### src/rtl/seg_display_ctrl.sv
// ============================================================================
//  Module   : seg_display_ctrl
//  Function : switch debounce, commit-driven snapshot and 8-digit hex scanner
//  Revision : 1.0
// ============================================================================
`default_nettype none

module seg_display_ctrl #(
   parameter int REFRESH_DIV     = 50000,
   parameter int DEBOUNCE_CYCLES = 500000
) (
   input  logic        clk,
   input  logic        reset,
   input  logic        switch,
   input  logic [31:0] ALU_Output,
   input  logic [31:0] PC_out,
   input  logic        commit,
   input  logic        freeze,
   output logic        sel_alu,
   output logic [6:0]  seg_n,
   output logic        dp_n,
   output logic [7:0]  an_n
);

   localparam int CNT_W = (DEBOUNCE_CYCLES > 1) ? $clog2(DEBOUNCE_CYCLES) : 1;
   localparam int P_W   = $clog2(REFRESH_DIV);
   localparam logic [CNT_W-1:0] C_CNT_LAST = CNT_W'(DEBOUNCE_CYCLES - 1);
   localparam logic [P_W-1:0]   C_P_LAST   = P_W'(REFRESH_DIV - 1);

   logic             sync1_q, sync_q;
   logic [CNT_W-1:0] cnt_q, cnt_d;
   logic             sel_q, sel_d;
   logic             chg_q, chg_d;
   logic [31:0]      snap_q, snap_d;
   logic [P_W-1:0]   p_q, p_d;
   logic [2:0]       dig_q, dig_d;
   logic [7:0]       an_q, an_d;
   logic [6:0]       seg_q, seg_d;
   logic             dp_q, dp_d;
   logic [3:0]       w_nib;

   function automatic logic [6:0] hex7(input logic [3:0] v);
      case (v)
         4'h0: hex7 = 7'h40;  4'h1: hex7 = 7'h79;
         4'h2: hex7 = 7'h24;  4'h3: hex7 = 7'h30;
         4'h4: hex7 = 7'h19;  4'h5: hex7 = 7'h12;
         4'h6: hex7 = 7'h02;  4'h7: hex7 = 7'h78;
         4'h8: hex7 = 7'h00;  4'h9: hex7 = 7'h10;
         4'hA: hex7 = 7'h08;  4'hB: hex7 = 7'h03;
         4'hC: hex7 = 7'h46;  4'hD: hex7 = 7'h21;
         4'hE: hex7 = 7'h06;  default: hex7 = 7'h0E;
      endcase
   endfunction

   // Debouncer: any return to the accepted level restarts the stability count
   always_comb begin
      cnt_d = cnt_q;
      sel_d = sel_q;
      chg_d = 1'b0;
      if (sync_q == sel_q) begin
         cnt_d = '0;
      end else if (cnt_q == C_CNT_LAST) begin
         sel_d = sync_q;
         cnt_d = '0;
         chg_d = 1'b1;
      end else begin
         cnt_d = cnt_q + 1'b1;
      end
   end

   // A view change reloads regardless of freeze; it also absorbs a same-cycle commit
   always_comb begin
      snap_d = snap_q;
      if (chg_q || (commit && !freeze)) begin
         snap_d = sel_q ? ALU_Output : PC_out;
      end
   end

   always_comb begin
      p_d   = p_q + 1'b1;
      dig_d = dig_q;
      if (p_q == C_P_LAST) begin
         p_d   = '0;
         dig_d = dig_q + 1'b1;
      end
   end

   assign w_nib = snap_q[{dig_q, 2'b00} +: 4];

   // Slot position 0 is left dark so the previous digit never ghosts onto the next
   always_comb begin
      an_d  = 8'hFF;
      seg_d = 7'h7F;
      dp_d  = 1'b1;
      if (p_q != '0) begin
         an_d  = ~(8'b1 << dig_q);
         seg_d = hex7(w_nib);
         dp_d  = ~(sel_q && (dig_q == 3'd0));
      end
   end

   always_ff @(posedge clk) begin
      if (reset) begin
         sync1_q <= 1'b0;
         sync_q  <= 1'b0;
         cnt_q   <= '0;
         sel_q   <= 1'b0;
         chg_q   <= 1'b0;
         snap_q  <= '0;
         p_q     <= '0;
         dig_q   <= '0;
         an_q    <= 8'hFF;
         seg_q   <= 7'h7F;
         dp_q    <= 1'b1;
      end else begin
         sync1_q <= switch;
         sync_q  <= sync1_q;
         cnt_q   <= cnt_d;
         sel_q   <= sel_d;
         chg_q   <= chg_d;
         snap_q  <= snap_d;
         p_q     <= p_d;
         dig_q   <= dig_d;
         an_q    <= an_d;
         seg_q   <= seg_d;
         dp_q    <= dp_d;
      end
   end

   assign sel_alu = sel_q;
   assign seg_n   = seg_q;
   assign dp_n    = dp_q;
   assign an_n    = an_q;

endmodule

`default_nettype wire

### config.mk
export PLATFORM = sky130hd
export DESIGN_NAME = seg_display_ctrl
export DESIGN_NICKNAME = d
export VERILOG_FILES = /design/src/rtl/seg_display_ctrl.sv
export SDC_FILE = /design/constraint.sdc
export NUM_CORES = 1
export LEC_CHECK = 0
export CAP_MARGIN = 20
export CORE_UTILIZATION = 43
export DETAILED_ROUTE_END_ITERATION = 16
export PLACE_DENSITY = 0.73
export SLEW_MARGIN = 30
export SYNTH_ARGS = -nofsm -noshare
export SYNTH_HDL_FRONTEND = slang
export SYNTH_SLANG_ARGS = --single-unit
### constraint.sdc
create_clock -name clk -period 2.85 [get_ports clk]
set_clock_uncertainty 0.15 [all_clocks]
set_input_delay 0.57 -clock clk [delete_from_list [all_inputs] [get_ports clk]]
set_output_delay 0.57 -clock clk [all_outputs]
set_load 0.01 [all_outputs]
==> After elaboration in Yosys (flattened, before gate mapping) <==
Memory sizes are Yosys's and may differ from the RTL's. A register that Yosys moved wholly into a read port is not among the register bits.
Cells that the tools add are included.
{ "word_totals": {"register_bits": 83, "mem_bits_ro": 112, "input_bits": 69, "output_inout_bits": 17, "word_cells": 36, "mem_count": 1} }
{ "memory_table": {"columns": ["name", "words", "width", "read_ports", "rd_clocked_by_memory_dff", "wr", "line", "source"], "rows": [
  ["(no name shown)", 16, 7, 1, 1, 0, "43", "case (v)"]
]} }
{ "op_classes": {"add_sub_neg": 3, "n_eq_ne": 3, "shift": 2, "mux": 2, "n_bitwise": 4, "n_reduce_logical": 11} }
{ "ops": {"columns": ["operator", "count"], "rows": [
  ["$mux 32", 1],
  ["$shiftx 32x6->4", 1],
  ["$add 19x1->19 const B", 1],
  ["$eq 19x19->1 const B", 1],
  ["$add 16x1->16 const B", 1],
  ["$eq 16x16->1 const B", 1],
  ["$reduce_bool 16->1", 1],
  ["$not 8->8", 1],
  ["$shl 1x3->8 const A", 1],
  ["$reduce_or 2->1", 3],
  ["$add 3x1->3 const B", 1],
  ["$logic_not 3->1", 1],
  ["$not 1->1", 3],
  ["$reduce_or 3->1", 1],
  ["$logic_and 1x1->1", 2],
  ["$reduce_and 2->1", 1],
  ["$eq 1x1->1", 1],
  ["$logic_not 1->1", 1],
  ["$logic_or 1x1->1", 1],
  ["$mux 1", 1]
]} }

==> Longest topological paths before layout <==
{ "logic_depth": {"word_depth": 3, "ltp_mapped": 10, "mapped_depth_nobuf": 9} }

==> Worst setup path after synthesis <==
No wires, ideal clock.
{ "synth_timing": {"path_kind": "register to register", "from": "register dig_q[1]", "to": "register seg_q[5] (netlist: seg_n[5])", "setup_ns": 0.145, "arrival_ns": 1.994, "required_time_ns": 2.555, "setup_slack_ns": 0.561, "stages_incl_launch_ff": 11, "path_cell_list": "dfxtp_1 > buf_2 > mux4_2 > nand2_1 > and2_1 > inv_1 > ha_1 > inv_1 > nor2_2 > a21oi_1 > o221ai_1"} }
{ "synth_between": {"elab_chain_len": 1} }
{ "synth_lines": {"columns": ["element", "line", "source"], "rows": [
  ["start: declaration", "36", "logic [2:0] dig_q, dig_d;"],
  ["start signal: assignment", "123", "dig_q <= dig_d;"],
  ["$shiftx 32x6->4", "88", "assign w_nib = snap_q[{dig_q, 2'b00} +: 4];"],
  ["end: declaration", "38", "logic [6:0] seg_q, seg_d;"]
]} }
Every way passes these cells.
A chain may end at the register's enable or synchronous reset.

==> Worst setup path in the final report <==
{ "layout_timing": {"from": "register dig_q[0]", "to": "register seg_q[5] (netlist: seg_n[5])"} }
The elaborated chain is that of the path after synthesis.

==> reports/results.txt <==
outcome -> complete, no violations
Area after DPL -> 5090 um2
Critical Path RT -> 2940 ps
row count -> 35
Peak VDD IR -> 0.241 mV
Slew @ Worst Pin -> 669 ps
Design Area, Final -> 5330 um2
Final ANT Viol Nets -> 0
crit-path max FO -> 8
Synth Net Count -> 525
CTS tree -> done
share of post-route cells with drive strength above 1 -> 0.0670
hold_buf cts -> 0
largest net degree at the start of global routing -> 65
post-DR wirelength/cell -> 12.5 um
setup violators final -> 0
post-CTS setup buffer count -> 0
cell area after synthesis -> 4160 um2
initial antenna violation count -> 0
FF/Latch Area -> 1800 um2
type of the most critical hold path -> flip-flop to flip-flop
share of the synthesized area in the top cell type -> 0.434
vias per inst -> 4.96
DRT Wirelength -> 8150 um
Tmin final -> 2480 ps
Seq/Total Area, Yosys -> 0.434
Slew Limit Fails -> 0
Clk Latency, worst-skew pair -> 370 ps
# fillers -> 846
Num Clock Sinks -> 90
root buffer cell -> clkbuf_8
GR Overflow Total -> 0
global-route wire length before repair -> 13700 um
Yosys warnings -> 0
Post-synth EDFFs -> 0
Slew HR -> 0.550
Mapped Cells -> 441
Max Freq -> 403 MHz
most frequent cells in the layout -> 89 x dfxtp_1, 85 x clkdlybuf4s50_1, 81 x nor2_1, 38 x mux2i_1, 32 x a211oi_1
gpl congestion -> 0.827
CTS resizes -> 0
Num CTS Buffers -> 9
final worst path period share -> 0.871
Synth async-reset ratio -> 0
Area growth syn-to-layout -> 28.2%
synthesized area per cell -> 9.42 um2
WS Path Type -> flip-flop to flip-flop
vias in the first global route -> 3044
H-tree lvl count -> 3
clock slew at reported path FFs -> 90 ps
DRC -> 0
I/O Pins -> 86
vias -> 3231
starting density of the core -> 0.448
Buffers on Ports -> 85
RSZ-0062 raised after global routing -> no
Synth Flop Type -> dfxtp_1
critical path data arrival time -> 2570 ps
max_cap viols -> 0
area leader, netlist -> dfxtp_1
initial drt markers -> 77
Die Span Y -> 100 um
die outline area -> 10100 um2
combined area of the multi-input logic cells -> 2190 um2
Die Wd -> 100 um
DP Cell Count -> 635
Core ar. -> 9280 um2
CTS Buffer Depth -> 2
Net count, final -> 601
pwr dens -> 496 nW/um2
Total GRT Usage -> 0.174
Min Hold Slack -> 307 ps
crit start category -> flip-flop
TNS Setup -> 0 ps
non-filler cells, final -> 651
post-synthesis cell type count -> 45
ANT cells -> 0
Setup crit end kind -> flip-flop
most common cell after layout, fill and taps aside -> dfxtp_1
#FFs+latches synth -> 90
Final Hold Violating Endpoints -> 0
Leak -> 1.86 nW
Pre-Repair DR Iteration Count -> 4
Synth area leaders -> dfxtp_1 43%, mux2i_1 9.2%, nor2_1 7.3%
DP HPWL -> 5930 um
## worst max-delay path: stages (launching register included)
cell and delay, ps:
dfxtp_1 550, buf_4 250, mux4_2 320, nand2_1 90, and2_1 230, inv_1 140
ha_1 230, inv_1 80, nor2_2 50, a21oi_1 130, o221ai_1 130
## final cells by class
cell class                      instances  share of cell area
Sequential cell                        90               0.338
Tap cell                              129              0.0303
Clock buffer                           11              0.0247
Timing Repair Buffer                   90               0.167
Multi-Input combinational cell        312               0.411
Inverter                               14             0.00986
Clock inverter                          5              0.0193
## cell families (layout without fill, tap and decap cells)
logic type	Yosys count	after routing	synth area share
flip-flops	90	90	0.434
XOR/XNOR	34	34	0.0717
AO/OA/AOI/OAI	49	49	0.0903
adder cells (fa/ha/maj)	15	15	0.0452
buffers and inverters	39	120	0.0416
multiplexers	49	49	0.139
AND/OR/NAND/NOR	165	165	0.178
## final timing paths
path / cells after the start / endpoint / startpoint / slack [ps]
setup / recovery: 10 / seg_n[5]$_SDFF_PP1_ / dig_q[0]$_SDFFE_PP0N_ / 370
hold / removal: 1 / sync_q$_SDFF_PP0_ / sync1_q$_SDFF_PP0_ / 310
setup reg to reg: 10 / seg_n[5]$_SDFF_PP1_ / dig_q[0]$_SDFFE_PP0N_ / 370
hold reg to reg: 1 / sync_q$_SDFF_PP0_ / sync1_q$_SDFF_PP0_ / 310
## power breakdown
part	leakage [nW]	switching [mW]	total, mW	internal (mW)
clock	0.114	0.441	1.02	0.582
sequential	0.735	0.0224	1.33	1.30
combinational	1.01	0.121	0.293	0.172
## flip-flops by register name (all words and copies together), names as in the netlist
name and count:
snap_q 32, cnt_q 19, p_q 16, an_n 8, seg_n 7, dig_q 3
chg_q 1, dp_n 1, sel_alu 1, sync1_q 1, sync_q 1
## metal layers
metal,track usage,up-vias,part of all wire
met5,0,-,0
met3,0.0460,19,0.049
met2,0.280,83,0.47
li1,-,1682,-
met1,0.219,1447,0.46
met4,0.0803,0,0.027
## stage by stage
step                      setup WS [ps]  power, mW   util
after global routing                192       2.75  0.574
after CTS                           383       2.66  0.573
after floorplan                     561       1.50      -
final                               369       2.64  0.574
after global placement              436       1.64  0.548
after detailed placement            366       1.65  0.548
## synthesized netlist by cell type (2+ instances only)
| library cell | n |
|---|---|
| mux4_2 | 5 |
| o221ai_1 | 2 |
| nand4_1 | 3 |
| nand2b_1 | 2 |
| clkbuf_1 | 11 |
| nor4_1 | 7 |
| xnor2_1 | 16 |
| mux2i_1 | 38 |
| and3_1 | 6 |
| a211oi_1 | 32 |
| dfxtp_1 | 90 |
| ha_1 | 15 |
| nand2_1 | 25 |
| xor2_1 | 18 |
| buf_2 | 9 |
| inv_1 | 13 |
| buf_6 | 2 |
| a21oi_1 | 3 |
| buf_1 | 3 |
| nand3_1 | 23 |
| nor3_1 | 7 |
| nor2_1 | 81 |
| mux2_2 | 4 |
| nor2b_1 | 5 |
(Power assumes the default switching activity.)
